**src/rtl/tile_bg_pipeline.sv**
```systemverilog
// Background-layer pixel pipeline: scroll with wrap, tilemap lookup, texture fetch, RGB444 out.
// Optional feature: define TILE_BG_TRANSPARENT_EN to map texture index 0 to BACKDROP_RGB.
module tile_bg_pipeline #(
    parameter int unsigned SCREEN_W     = 640,
    parameter int unsigned SCREEN_H     = 480,
    parameter logic [11:0] BACKDROP_RGB = 12'h000
) (
    input  logic        clk,
    input  logic        reset_n,
    input  logic [9:0]  i_pixel_x,
    input  logic [9:0]  i_pixel_y,
    input  logic        i_pixel_valid,
    input  logic        i_hsync,
    input  logic        i_vsync,
    input  logic [9:0]  i_scroll_x,
    input  logic [8:0]  i_scroll_y,
    output logic [5:0]  o_tilemap_x_idx,
    output logic [5:0]  o_tilemap_y_idx,
    input  logic [7:0]  i_tilemap_texture_idx,
    output logic [15:0] o_texture_addr,
    input  logic [11:0] i_texture_data,
    output logic [11:0] o_pixel_rgb,
    output logic        o_pixel_valid,
    output logic        o_hsync,
    output logic        o_vsync
);

    localparam logic [10:0] SCR_W11 = 11'(SCREEN_W);
    localparam logic [9:0]  SCR_W10 = 10'(SCREEN_W);
    localparam logic [9:0]  SCR_H10 = 10'(SCREEN_H);
    localparam logic [8:0]  SCR_H9  = 9'(SCREEN_H);

    logic [9:0]  scroll_x_q;
    logic [8:0]  scroll_y_q;
    logic        frame_start;
    logic [9:0]  scroll_x_norm;
    logic [8:0]  scroll_y_norm;
    logic [9:0]  scroll_x_eff;
    logic [8:0]  scroll_y_eff;
    logic [10:0] wx_sum;
    logic [9:0]  wy_sum;
    logic [9:0]  wx;
    logic [8:0]  wy;

    // Sideband bundles are {valid, hsync, vsync}
    logic [2:0]  side1_q, side2_q, side3_q, side4_q;
    logic [3:0]  fine1_x_q, fine1_y_q, fine2_x_q, fine2_y_q;
    logic        transp4;
    logic [11:0] rgb_next;

    always_comb begin
        frame_start   = i_pixel_valid && (i_pixel_x == 10'd0) && (i_pixel_y == 10'd0);
        scroll_x_norm = (i_scroll_x >= SCR_W10) ? (i_scroll_x - SCR_W10) : i_scroll_x;
        scroll_y_norm = (i_scroll_y >= SCR_H9) ? (i_scroll_y - SCR_H9) : i_scroll_y;
        // The frame's first pixel already uses the scroll being loaded this cycle.
        scroll_x_eff  = frame_start ? scroll_x_norm : scroll_x_q;
        scroll_y_eff  = frame_start ? scroll_y_norm : scroll_y_q;
        wx_sum        = {1'b0, i_pixel_x} + {1'b0, scroll_x_eff};
        wy_sum        = i_pixel_y + {1'b0, scroll_y_eff};
        wx            = (wx_sum >= SCR_W11) ? 10'(wx_sum - SCR_W11) : wx_sum[9:0];
        wy            = (wy_sum >= SCR_H10) ? 9'(wy_sum - SCR_H10) : wy_sum[8:0];
    end

    always_ff @(posedge clk or negedge reset_n) begin
        if (!reset_n) begin
            scroll_x_q      <= '0;
            scroll_y_q      <= '0;
            o_tilemap_x_idx <= '0;
            o_tilemap_y_idx <= '0;
            fine1_x_q       <= '0;
            fine1_y_q       <= '0;
            fine2_x_q       <= '0;
            fine2_y_q       <= '0;
            side1_q         <= '0;
            side2_q         <= '0;
            side3_q         <= '0;
            side4_q         <= '0;
            o_texture_addr  <= '0;
            o_pixel_rgb     <= '0;
            o_pixel_valid   <= 1'b0;
            o_hsync         <= 1'b0;
            o_vsync         <= 1'b0;
        end else begin
            if (frame_start) begin
                scroll_x_q <= scroll_x_norm;
                scroll_y_q <= scroll_y_norm;
            end
            // S1: tile request
            if (i_pixel_valid) begin
                o_tilemap_x_idx <= wx[9:4];
                o_tilemap_y_idx <= {1'b0, wy[8:4]};
            end
            fine1_x_q <= wx[3:0];
            fine1_y_q <= wy[3:0];
            side1_q   <= {i_pixel_valid, i_hsync, i_vsync};
            // S2: tilemap read in flight
            fine2_x_q <= fine1_x_q;
            fine2_y_q <= fine1_y_q;
            side2_q   <= side1_q;
            // S3: texture request
            if (side2_q[2]) begin
                o_texture_addr <= {i_tilemap_texture_idx, fine2_y_q, fine2_x_q};
            end
            side3_q <= side2_q;
            // S4: texture read in flight
            side4_q <= side3_q;
            // S5: pixel out
            o_pixel_rgb   <= rgb_next;
            o_pixel_valid <= side4_q[2];
            o_hsync       <= side4_q[1];
            o_vsync       <= side4_q[0];
        end
    end

`ifdef TILE_BG_TRANSPARENT_EN
    logic transp3_q, transp4_q;

    always_ff @(posedge clk or negedge reset_n) begin
        if (!reset_n) begin
            transp3_q <= 1'b0;
            transp4_q <= 1'b0;
        end else begin
            transp3_q <= side2_q[2] && (i_tilemap_texture_idx == 8'h00);
            transp4_q <= transp3_q;
        end
    end

    assign transp4 = transp4_q;
`else
    assign transp4 = 1'b0;
`endif

    always_comb begin
        rgb_next = '0;
        if (side4_q[2]) begin
            rgb_next = transp4 ? BACKDROP_RGB : i_texture_data;
        end
    end

endmodule

```
**config.mk**
```make
export PLATFORM = sky130hd
export DESIGN_NAME = tile_bg_pipeline
export DESIGN_NICKNAME = d
export VERILOG_FILES = /design/src/rtl/tile_bg_pipeline.sv
export SDC_FILE = /design/constraint.sdc
export NUM_CORES = 1
export LEC_CHECK = 0
export BUFFER_PORTS_ARGS = -buffer_cell sky130_fd_sc_hd__clkbuf_2
export CORE_ASPECT_RATIO = 0.75
export CORE_MARGIN = 2
export CORE_UTILIZATION = 59
export CTS_BUF_LIST = sky130_fd_sc_hd__clkbuf_8
export CTS_CLUSTER_DIAMETER = 50
export DETAILED_ROUTE_END_ITERATION = 10
export PLACE_DENSITY = 0.87
export REMOVE_ABC_BUFFERS = 1
export SLEW_MARGIN = 10
export SYNTH_ARGS = -nofsm -noshare
export SYNTH_HDL_FRONTEND = slang
export SYNTH_SLANG_ARGS = --single-unit
```
**constraint.sdc**
```tcl
create_clock -name clk -period 5.83 [get_ports clk]
set_clock_uncertainty 0.15 [all_clocks]
set_input_delay 0.2915 -clock clk [delete_from_list [all_inputs] [get_ports clk]]
set_output_delay 0.2915 -clock clk [all_outputs]
set_load 0.1 [all_outputs]
```
==> impl_results.md, run 1 <==
* Fin. max-slew vios at 0
* Vias post-DR at 2,929
* Number of antenna violations at the first check in global routing at 0
* Kind of critical path: input pin to flip-flop
* Antenna diode count at 0
* Final routed wire length divided by cell count at 15.50 um
* Final core utilization at 74.20%
* Final setup violation count at 0
* Max-capacitance violation count at 0
* Peak VDD IR at 0.0001751 V
* Area growth syn-to-layout at 23.69%
* Pin count of the biggest net entering global routing at 90
* Via count of the first global-routing pass at 2,849
* Critical Path Sink Type: flip-flop
* Final worst setup slack at 1.398 ns
* Chip width at 99.32 um
* Cell type group with the largest total delay on the critical path: simple AND/OR/NAND/NOR gates
* Outcome: complete, but fails checks
* Violations in the final reports: hold timing
* Total of flip-flops plus latches after synthesis at 89
* Total clock sinks at 89
* Leakage power figure at 2.484 nW
* Overall Global Routing Usage at 23.60%
* Maximum frequency from static timing analysis at 225.6 MHz
* Post-Route Setup TNS at 0 ns
* Router iterations before antenna repair at 4
* Core box area at 6701 sq um
* Number of synthesized flops with an enable pin at 0
* Worst slew slack as a fraction of its limit at 28.45%
* Proportion of layout cells with a drive suffix above 1 at 34.87%
* Final hold violations at 27
* Die Outline Area at 7497 sq um
* Number of buffers on the longest clock path at 2
* Max stage delay cell, worst path: or4_1
* Share of async-settable or async-resettable flops after synthesis at 100.0%
* Path type of the worst min-delay path: input pin to asynchronous set/reset pin
* Total number of nets in the final design at 541
* Top-count cell post-synth: dfrtp_1
* Number of placed I/O pins at 107
* Die boundary height at 75.49 um
* Total standard cell area after synthesis at 4020 sq um
* Count of buffer and inverter cells on the critical path at 2
* Crit path arrival time at 4.56 ns
* Global-route wire length before repair at 13,570 um
* Worst-path maximum fanout at 21
* Post-route minimum period at 4.432 ns
* Number of standard cells after synthesis at 328
* Clock latency on the worst-skew pair at 0.35 ns
* Buffer cell driving the clock tree root: clkbuf_8
* Vias per cell at 5.424
* Total length of routed wires at 8369 um
* Clock-pin slew on the worst setup and hold paths at 0.09 ns
* Delay of the slowest critical-path stage at 0.49 ns
* Share of the clock period used by the worst path at 76.02%
* Main flop type after synthesis: dfrtp_1
* Unique masters post-synth at 45
* Port Buffers at 105
* Number of warnings printed during yosys synthesis at 0
* Worst setup timing slack at the placement stage at 1.082 ns
* Count of standard-cell rows at 26
* Number of design rule violations left after detail routing at 0
* Proportion of netlist area held by the largest area contributor at 55.40%
* Worst slew pin tran at 1.073 ns
* Remaining global-route overflow at 0
* Critical-path cell list: clkbuf_2, nor4b_1, nand4_1, nor4_2, buf_4, mux2_2, ha_1, a21o_1, a221oi_2, xnor2_1, or4_1, or4_1, a21o_1, a31oi_1
* Violation count after the first detailed-routing iteration at 125
* Post-synthesis cell type with the largest combined area: dfrtp_1
* Final Power at 1.439 mW
* Area contributors post-synth: dfrtp_1 55%, mux2_2 9.8%, ha_1 7.5%
* Register area share after synthesis at 55.40%
* Max H-tree Level at 3
* Detailed placement HPWL at 5809 um
* Commonest cells post-synth: 89 x dfrtp_1, 35 x mux2_2, 24 x ha_1, 21 x a21oi_1, 19 x nor2_1
* Number of buffers created by CTS at 9
* Data required time at the worst endpoint at 5.96 ns
* Antenna Nets Post-Route at 0
* Routability congestion estimate at 0.9118
* Starting Density at 59.99%
* Synthesized area per cell at 12.26 sq um
* Clock tree from TritonCTS: built
* Critical path launch point type: input pin
* Unrepaired setup endpoints after global routing: no
* Worst-case hold slack at -0.02315 ns
* Pwr/cell area at 289.4 nW/um^2
cell usage in the layout, fill, tap and decap left out, types with 2 or more instances in the layout:
master,netlist,final
a21o_1,6,6
a21oi_1,21,21
a31oi_1,3,3
and2_1,12,12
buf_4,1,2
clkbuf_2,0,104
clkbuf_8,0,9
clkinvlp_4,0,2
dfrtp_1,89,89
dlygate4sd3_1,0,15
fa_1,2,2
ha_1,24,24
inv_1,18,19
inv_6,0,2
mux2_2,35,35
mux2i_1,3,3
nand2_1,5,5
nand2b_1,2,2
nand3_1,8,8
nand3b_1,2,2
nand4_1,2,2
nor2_1,19,19
nor3_1,3,3
nor4_1,3,2
o211ai_1,6,6
o21a_1,2,2
o21ai_0,13,13
o22ai_1,2,2
or3_1,3,3
or4_1,4,4
xnor2_1,12,12
xor2_1,5,5
per-stage QoR:
step,cell area [sq um],std cells
2_1_floorplan,3974,319
3_3_place_gp,4621,509
3_5_place_dp,4621,509
4_1_cts,4972,540
5_1_grt,4972,540
6_report,4972,540
area by class of cell:
class                           count  area [sq um]
Fill cell                         461          1729
Sequential cell                    89          2227
Multi-Input combinational cell    212          1685
Tap cell                           84         105.1
Inverter                           18         67.56
Clock inverter                      7         77.57
Clock buffer                        9         123.9
Timing Repair Buffer              121         685.7
cell families (layout without fill, tap and decap cells):
logic type	after synthesis	after routing	synth area share [%]
muxes	38	38	10.55
adders and majority gates	26	26	8.466
AOI/OAI and AO/OA	64	64	10.27
and+or+nand+nor	66	66	8.684
other	1	1	0.09328
DFF	89	89	55.40
xor gates and xnor gates	17	17	3.704
buffers and inverters	27	155	2.832
path summary, 6_finish.rpt:
path	from	to	slack, ns	depth (start not counted)
max in group asynchronous	reset_n	o_pixel_rgb[11]	4.87	1
worst min-delay path	reset_n	o_texture_addr[12]	-0.02	1
worst min register to register	fine1_x_q[3]	fine2_x_q[3]	0.20	0
min in group clk	i_texture_data[10]	o_pixel_rgb[10]	0.02	2
worst max register to register	scroll_x_q[0]	o_tilemap_x_idx[4]	2.42	10
worst max-delay path	i_pixel_valid	o_tilemap_x_idx[4]	1.40	14
report_power, final:
group / switching (mW) / total (mW) / leakage, nW / internal (mW)
clock network: 0.227 / 0.429 / 0.0996 / 0.203
logic: 0.265 / 0.340 / 1.30 / 0.0750
registers: 0.0186 / 0.670 / 1.08 / 0.652
metal layers:
layer / routed length, um / GRT usage (%)
met1: 3818 / 32.44
met2: 3888 / 37.99
met3: 588 / 7.248
met4: 74 / 5.175
met5: 0 / 0
repair_timing:
action / CTS / global route
setup endpoints to repair: 0 / 0
setup buffers: 0 / 0
gates resized for setup: 0 / 0
hold endpoints to repair: 15 / 0
hold buffers: 15 / 0
state kept, by name (all words and copies together), names as in the netlist:
name,flops
o_texture_addr,16
o_pixel_rgb,12
scroll_x_q,10
scroll_y_q,9
o_tilemap_x_idx,6
o_tilemap_y_idx,5
fine1_x_q,4
fine1_y_q,4
fine2_x_q,4
fine2_y_q,4
side1_q,3
side2_q,3
side3_q,3
side4_q,3
o_hsync,1
o_pixel_valid,1
o_vsync,1
Power figures use the tool's default switching activity.
==> run 2, diff against run 1 <==
Settings changed: CORE_UTILIZATION 59 to 54, PLACE_DENSITY 0.87 to 0.81.
Clock period 5.83 ns to 4.3 ns, I/O delays scaled along.
==> impl_results.md, run 2 (same netlist as run 1, synthesis figures left out) <==
* Most used cells in the layout excluding fill and tap cells: 104 x clkbuf_2, 89 x dfrtp_1, 37 x dlygate4sd3_1, 35 x mux2_2, 24 x ha_1 (was 104 x clkbuf_2, 89 x dfrtp_1, 35 x mux2_2, 24 x ha_1, 21 x a21oi_1)
* Max FFs per register at 16 (unchanged)
* Final instance count without filler cells at 586 (was 540)
* Total length of routed wires at 8709 um (was 8369 um)
* Violation count after the first detailed-routing iteration at 121 (was 125)
* Final setup violation count at 0 (unchanged)
* Final routed wire length divided by cell count at 14.86 um (was 15.50 um)
* Clock-pin slew on the worst setup and hold paths at 0.09 ns (about the same)
* Router iterations before antenna repair at 6 (was 4)
* Cell type group with the largest total delay on the critical path: compound AO/OA/AOI/OAI gates (was simple AND/OR/NAND/NOR gates)
* Quantity of hold-fixing buffers added after cts at 37 (was 15)
* Post-route minimum period at 3.997 ns
* Number of buffers on the longest clock path at 2 (unchanged)
* Remaining global-route overflow at 0 (unchanged)
* Highest layer used for signal routing: met4 (unchanged)
* Vias per cell at 5.148 (was 5.424)
* Routability congestion estimate at 0.8775 (was 0.9118)
* Fin. max-slew vios at 0 (unchanged)
* Vias post-DR at 3,017 (was 2,929)
* Count of placed standard cells including taps at 533 (was 509)
* Kind of critical path: input pin to flip-flop (unchanged)
* Number of design rule violations left after detail routing at 0 (unchanged)
* Final hold violations at 0 (was 27)
* Share of the clock period used by the worst path at 92.96%
* Overall Global Routing Usage at 23.09% (was 23.60%)
* Worst slew pin tran at 1.090 ns (was 1.073 ns)
* Final Power at 1.908 mW (was 1.439 mW)
* Wire length on met3 at 474 um (was 588 um)
* Final worst setup slack at 0.3027 ns (was 1.398 ns)
* Max-capacitance violation count at 0 (unchanged)
* Worst-path maximum fanout at 11 (was 21)
* Start of the worst register-to-register path: scroll_x_q[0] (unchanged)
* Total clock sinks at 89 (unchanged)
* Number of placed I/O pins at 107 (unchanged)
* Worst setup timing slack at the placement stage at -0.01203 ns (was 1.082 ns)
* Biggest registers after layout: o_texture_addr: 16 flops, o_pixel_rgb: 12 flops, scroll_x_q: 10 flops (unchanged)
* Maximum frequency from static timing analysis at 250.2 MHz
* Via count of the first global-routing pass at 3,054 (was 2,849)
* Cell mode on critical path: buf_4
* Largest reg by FF count: o_texture_addr (unchanged)
* Pin count of the biggest net entering global routing at 90 (unchanged)
* Peak VDD IR at 0.0002664 V (was 0.0001751 V)
* Chip width at 103.6 um (was 99.32 um)
* Pwr/cell area at 364.0 nW/um^2 (was 289.4 nW/um^2)
* Starting Density at 55.35% (was 59.99%)
* Data required time at the worst endpoint at 4.39 ns (was 5.96 ns)
* Crit path arrival time at 4.08 ns (was 4.56 ns)
* Gates resized, CTS repair at 0 (unchanged)
* Total number of nets in the final design at 570 (was 541)
* Number of antenna violations at the first check in global routing at 0 (unchanged)
* Count of buffer and inverter cells on the critical path at 4 (was 2)
* Critical Path Sink Type: flip-flop (unchanged)
* Number of buffers created by CTS at 9 (unchanged)
* Antenna diode count at 0 (unchanged)
* Detailed placement HPWL at 5985 um (was 5809 um)
* Proportion of layout cells with a drive suffix above 1 at 34.23% (was 34.87%)
* Die Outline Area at 8158 sq um (was 7497 sq um)
* Clock tree from TritonCTS: built (unchanged)
* Start point of the critical path: i_pixel_y[3] (was i_pixel_valid)
* Max stage delay cell, worst path: nor4_1 (was or4_1)
* Leakage power figure at 2.598 nW (was 2.484 nW)
* Core box area at 7263 sq um (was 6701 sq um)
* Most common cell after layout, fill and taps aside: clkbuf_2 (unchanged)
* Die boundary height at 78.73 um (was 75.49 um)
* Area growth syn-to-layout at 30.41% (was 23.69%)
* Clock latency on the worst-skew pair at 0.35 ns (about the same)
* Buffer cell driving the clock tree root: clkbuf_8 (unchanged)
* Unrepaired setup endpoints after global routing: no (unchanged)
* Met2 WL at 3972 um (was 3888 um)
* Critical-path cell list: clkbuf_2, nor4_1, nand4_1, nor4_2, buf_4, buf_4, buf_4, mux2_2, ha_1, a211oi_1, o211ai_1, a41o_1, xnor2_1, mux2_2, o211ai_1, o21ai_0 (was clkbuf_2, nor4b_1, nand4_1, nor4_2, buf_4, mux2_2, ha_1, a21o_1, a221oi_2, xnor2_1, or4_1, or4_1, a21o_1, a31oi_1)
* Global-route wire length before repair at 14,700 um (was 13,570 um)
* Critical path launch point type: input pin (unchanged)
* Max H-tree Level at 3 (unchanged)
* Buffer count from post-CTS setup fixing at 0 (unchanged)
* Worst slew slack as a fraction of its limit at 27.36% (was 28.45%)
* Path type of the worst min-delay path: input pin to flip-flop (was input pin to asynchronous set/reset pin)
* Startpoint of the lowest-slack hold path: i_scroll_y[8]
* Met1 routed wirelength after detailed routing at 4155 um (was 3818 um)
* Port Buffers at 105 (unchanged)
* Outcome: completed (was complete, but fails checks)
* Count of standard-cell rows at 27 (was 26)
* Antenna Nets Post-Route at 0 (unchanged)
* Delay of the slowest critical-path stage at 0.44 ns (was 0.49 ns)
==> run 2: cell count changes in the layout (fill, tap and decap cells not counted) <==
cell,before,now
clkinv_4,0,2
inv_8,1,0
dlygate4sd3_1,15,37
bufinv_16,1,0
buf_4,2,9
==> run 2: area by class of cell <==
type | count | area (sq um)
well taps | 101 | 126.4
clock buffers | 9 | 123.9
inverters | 18 | 67.56
flip-flops and latches | 89 | 2227
fillers | 518 | 2021
multi-input cells | 212 | 1685
repair buffers | 150 | 958.4
clock inverters | 7 | 53.80
==> run 2: worst paths after layout <==
path,endpoint,slack [ns],cells past startpoint
hold reg to reg,fine2_y_q[1],0.19,0
min in group asynchronous,o_vsync,0.45,2
max in group asynchronous,o_pixel_valid,2.86,2
setup / recovery,o_tilemap_y_idx[2],0.30,16
setup reg to reg,o_tilemap_x_idx[4],0.90,10
hold / removal,scroll_y_q[8],0.03,3
==> run 2: routing by layer <==
metal / global-route usage, % / up-vias
met5: 0 / -
met4: 7.027 / 0
met3: 6.404 / 10
met2: 35.96 / 108
met1: 32.08 / 1431
li1: - / 1468
==> run 2: power by group <==
group | switching (mW) | internal, mW
clock | 0.306 | 0.214
combinational | 0.364 | 0.117
sequential | 0.0239 | 0.883
total | 0.694 | 1.21
==> run 2: metrics by stage <==
step           utilization [%]  hold WS, ns  cell area (sq um)  setup TNS [ns]
6_report                 72.18      0.02915               5243               0
2_1_floorplan                -      -0.2306               3974          -10.41
5_1_grt                  72.18      0.06060               5243               0
4_1_cts                  72.18      0.01797               5243               0
3_5_place_dp             64.63       0.1751               4695        -0.01203
3_3_place_gp             64.63       0.1738               4695               0
==> run 2: worst reg2reg max path, cell delays in order (launching register included) <==
cell and delay [ns]:
dfrtp_1 0.37, mux2_2 0.27, ha_1 0.22, fa_1 0.41
a21o_1 0.20, a221oi_2 0.29, xnor2_1 0.13, or4_1 0.50
or4_1 0.44, a21o_1 0.20, a31oi_1 0.14
==> run 3, diff against run 2 <==
Settings changed: CTS_BUF_LIST sky130_fd_sc_hd__clkbuf_8 to sky130_fd_sc_hd__clkbuf_2 sky130_fd_sc_hd__clkbuf_4 sky130_fd_sc_hd__clkbuf_8.
==> impl_results.md, run 3 (same netlist as run 1, synthesis figures left out) <==
* Outcome: completed (unchanged)
* Unrepaired setup endpoints after global routing: no (unchanged)
* Count of cell instances traversed by the critical path at 16 (unchanged)
* Leakage power figure at 2.597 nW (was 2.598 nW)
* Final setup violation count at 0 (unchanged)
* Clock tree from TritonCTS: built (unchanged)
* Maximum frequency from static timing analysis at 250.2 MHz (about the same)
* Die Outline Area at 8158 sq um (unchanged)
* Number of buffers created by CTS at 9 (unchanged)
* Kind of critical path: input pin to flip-flop (unchanged)
* Number of placed I/O pins at 107 (unchanged)
* Met2 WL at 3966 um (was 3972 um)
* Crit path arrival time at 4.08 ns (about the same)
* Internal portion of total power at 1.223 mW (was 1.214 mW)
* Routability congestion estimate at 0.8775 (unchanged)
* Share of total power in sequential cells at 47.3% (was 47.5%)
* Area growth syn-to-layout at 30.50% (was 30.41%)
* Share of the clock period used by the worst path at 92.94% (was 92.96%)
* Total length of routed wires at 8725 um (was 8709 um)
* Critical path launch point type: input pin (unchanged)
* Peak VDD IR at 0.0002665 V (was 0.0002664 V)
* Violation count after the first detailed-routing iteration at 121 (unchanged)
* Highest layer used for signal routing: met4 (unchanged)
* Final Power at 1.918 mW (was 1.908 mW)
* Router iterations before antenna repair at 6 (unchanged)
* Pin count of the biggest net entering global routing at 90 (unchanged)
* Number of antenna violations at the first check in global routing at 0 (unchanged)
* Global-route wire length before repair at 14,700 um (unchanged)
* Most used cells in the layout excluding fill and tap cells: 104 x clkbuf_2, 89 x dfrtp_1, 37 x dlygate4sd3_1, 35 x mux2_2, 24 x ha_1 (unchanged)
* Worst-path maximum fanout at 11 (unchanged)
* Final hold violations at 0 (unchanged)
* Chip width at 103.6 um (unchanged)
* Cell mode on critical path: buf_4 (unchanged)
* Critical Path Sink Type: flip-flop (unchanged)
* Critical-path cell list: clkbuf_2, nor4_1, nand4_1, nor4_2, buf_4, buf_4, buf_4, mux2_2, ha_1, a211oi_1, o211ai_1, a41o_1, xnor2_1, mux2_2, o211ai_1, o21ai_0 (unchanged)
* Max stage delay cell, worst path: nor4_1 (unchanged)
* Die boundary height at 78.73 um (unchanged)
* Total number of nets in the final design at 570 (unchanged)
* Remaining global-route overflow at 0 (unchanged)
* Clock-pin slew on the worst setup and hold paths at 0.09 ns (about the same)
* Starting Density at 55.35% (unchanged)
* Worst slew slack as a fraction of its limit at 27.12% (was 27.36%)
* Port Buffers at 105 (unchanged)
* Vias post-DR at 3,014 (was 3,017)
* Worst slew pin tran at 1.093 ns (was 1.090 ns)
* Delay of the slowest critical-path stage at 0.44 ns (about the same)
* Final Instance Area at 5246 sq um (was 5243 sq um)
* Vias per cell at 5.143 (was 5.148)
* Met1 routed wirelength after detailed routing at 4171 um (was 4155 um)
* Final routed wire length divided by cell count at 14.89 um (was 14.86 um)
* Max H-tree Level at 3 (unchanged)
* Net switching power of the design at 694.5 uW (was 693.9 uW)
* Cell type group with the largest total delay on the critical path: compound AO/OA/AOI/OAI gates (unchanged)
* Gates resized, CTS repair at 0 (unchanged)
* Pwr/cell area at 365.5 nW/um^2 (was 364.0 nW/um^2)
* Core box area at 7263 sq um (unchanged)
* Clock latency on the worst-skew pair at 0.35 ns (about the same)
* Data required time at the worst endpoint at 4.39 ns (about the same)
* Comb power frac at 25.1% (was 25.2%)
* Overall Global Routing Usage at 23.09% (unchanged)
* Proportion of layout cells with a drive suffix above 1 at 34.43% (was 34.23%)
* Count of cells along the worst hold path at 3 (unchanged)
* Number of buffers on the longest clock path at 2 (unchanged)
* Post-route minimum period at 3.996 ns (was 3.997 ns)
* Final core utilization at 72.23% (was 72.18%)
* Area after detailed placement at 4695 sq um (unchanged)
* Count of buffer and inverter cells on the critical path at 4 (unchanged)
* Path type of the worst min-delay path: input pin to flip-flop (unchanged)
* Wire length on met3 at 480 um (was 474 um)
* Count of standard-cell rows at 27 (unchanged)
* Max-capacitance violation count at 0 (unchanged)
* Buffer cell driving the clock tree root: clkbuf_8 (unchanged)
* Detailed placement HPWL at 5985 um (unchanged)
* Switching power as a share of total power at 36.22% (was 36.36%)
* Max FFs per register at 16 (unchanged)
* Via count of the first global-routing pass at 3,054 (unchanged)
* Number of design rule violations left after detail routing at 0 (unchanged)
* Antenna diode count at 0 (unchanged)
* Worst-case hold slack at 0.02847 ns (was 0.02915 ns)
* FF-to-FF path depth at 10 (unchanged)
* Largest reg by FF count: o_texture_addr (unchanged)
* Buffer count from post-CTS setup fixing at 0 (unchanged)
* Fin. max-slew vios at 0 (unchanged)
* Antenna Nets Post-Route at 0 (unchanged)
* Total clock sinks at 89 (unchanged)
* Clock network fraction of design power at 27.6% (was 27.3%)
* Biggest registers after layout: o_texture_addr: 16 flops, o_pixel_rgb: 12 flops, scroll_x_q: 10 flops (unchanged)
* Most common cell after layout, fill and taps aside: clkbuf_2 (unchanged)
-- run 3: worst register-to-register path: stages, from the launching register on --
cell      delay [ns]
dfrtp_1         0.37
mux2_2          0.27
ha_1            0.22
fa_1            0.41
a21o_1          0.20
a221oi_2        0.29
xnor2_1         0.13
or4_1           0.50
or4_1           0.44
a21o_1          0.20
a31oi_1         0.14
-- run 3: cell type report --
| type | count | area [sq um] |
|---|---|---|
| tap | 101 | 126.4 |
| timing repair buffer | 150 | 958.4 |
| multi-input combinational | 212 | 1685 |
| clock buffer | 10 | 131.4 |
| inverter | 18 | 67.56 |
| fill | 516 | 2017 |
| clock inverter | 6 | 50.05 |
| sequential | 89 | 2227 |
-- run 3: power by group through the flow --
stage          logic (mW)  clock network, mW  registers (mW)
2_1_floorplan      0.0843                  0            1.17
3_3_place_gp        0.447                  0           0.922
3_5_place_dp        0.453                  0           0.924
4_1_cts             0.480              0.545           0.907
5_1_grt             0.505              0.578           0.914
6_report            0.481              0.529           0.907
-- run 3: stage by stage --
stage | setup WS [ns] | std cells | TNS, ns
floorplan | -1.507 | 319 | -10.41
global placement | 0.08682 | 533 | 0
detailed placement | -0.01203 | 533 | -0.01203
CTS | 0.3633 | 586 | 0
global route | 0.01432 | 586 | 0
finish | 0.3037 | 586 | 0
-- run 3: timing repair --
action | CTS | global route
hold endpoints to repair | 125 | 0
hold buffers | 37 | 0
endpoints found under the setup margin | 0 | 0
-- run 3: worst paths after layout --
check,start,endpoint,slack [ns]
min in group asynchronous,reset_n,o_vsync,0.45
min,i_scroll_y[8],scroll_y_q[8],0.03
max,i_pixel_y[3],o_tilemap_y_idx[2],0.30
min reg2reg,fine1_y_q[1],fine2_y_q[1],0.19
max reg2reg,scroll_x_q[0],o_tilemap_x_idx[4],0.90
max in group asynchronous,reset_n,fine1_y_q[3],2.85
-- run 3: per-layer routing --
| layer | track usage [%] | vias up |
|---|---|---|
| li1 | - | 1468 |
| met1 | 32.08 | 1428 |
| met2 | 35.96 | 108 |
| met3 | 6.404 | 10 |
| met4 | 7.027 | 0 |
| met5 | 0 | - |
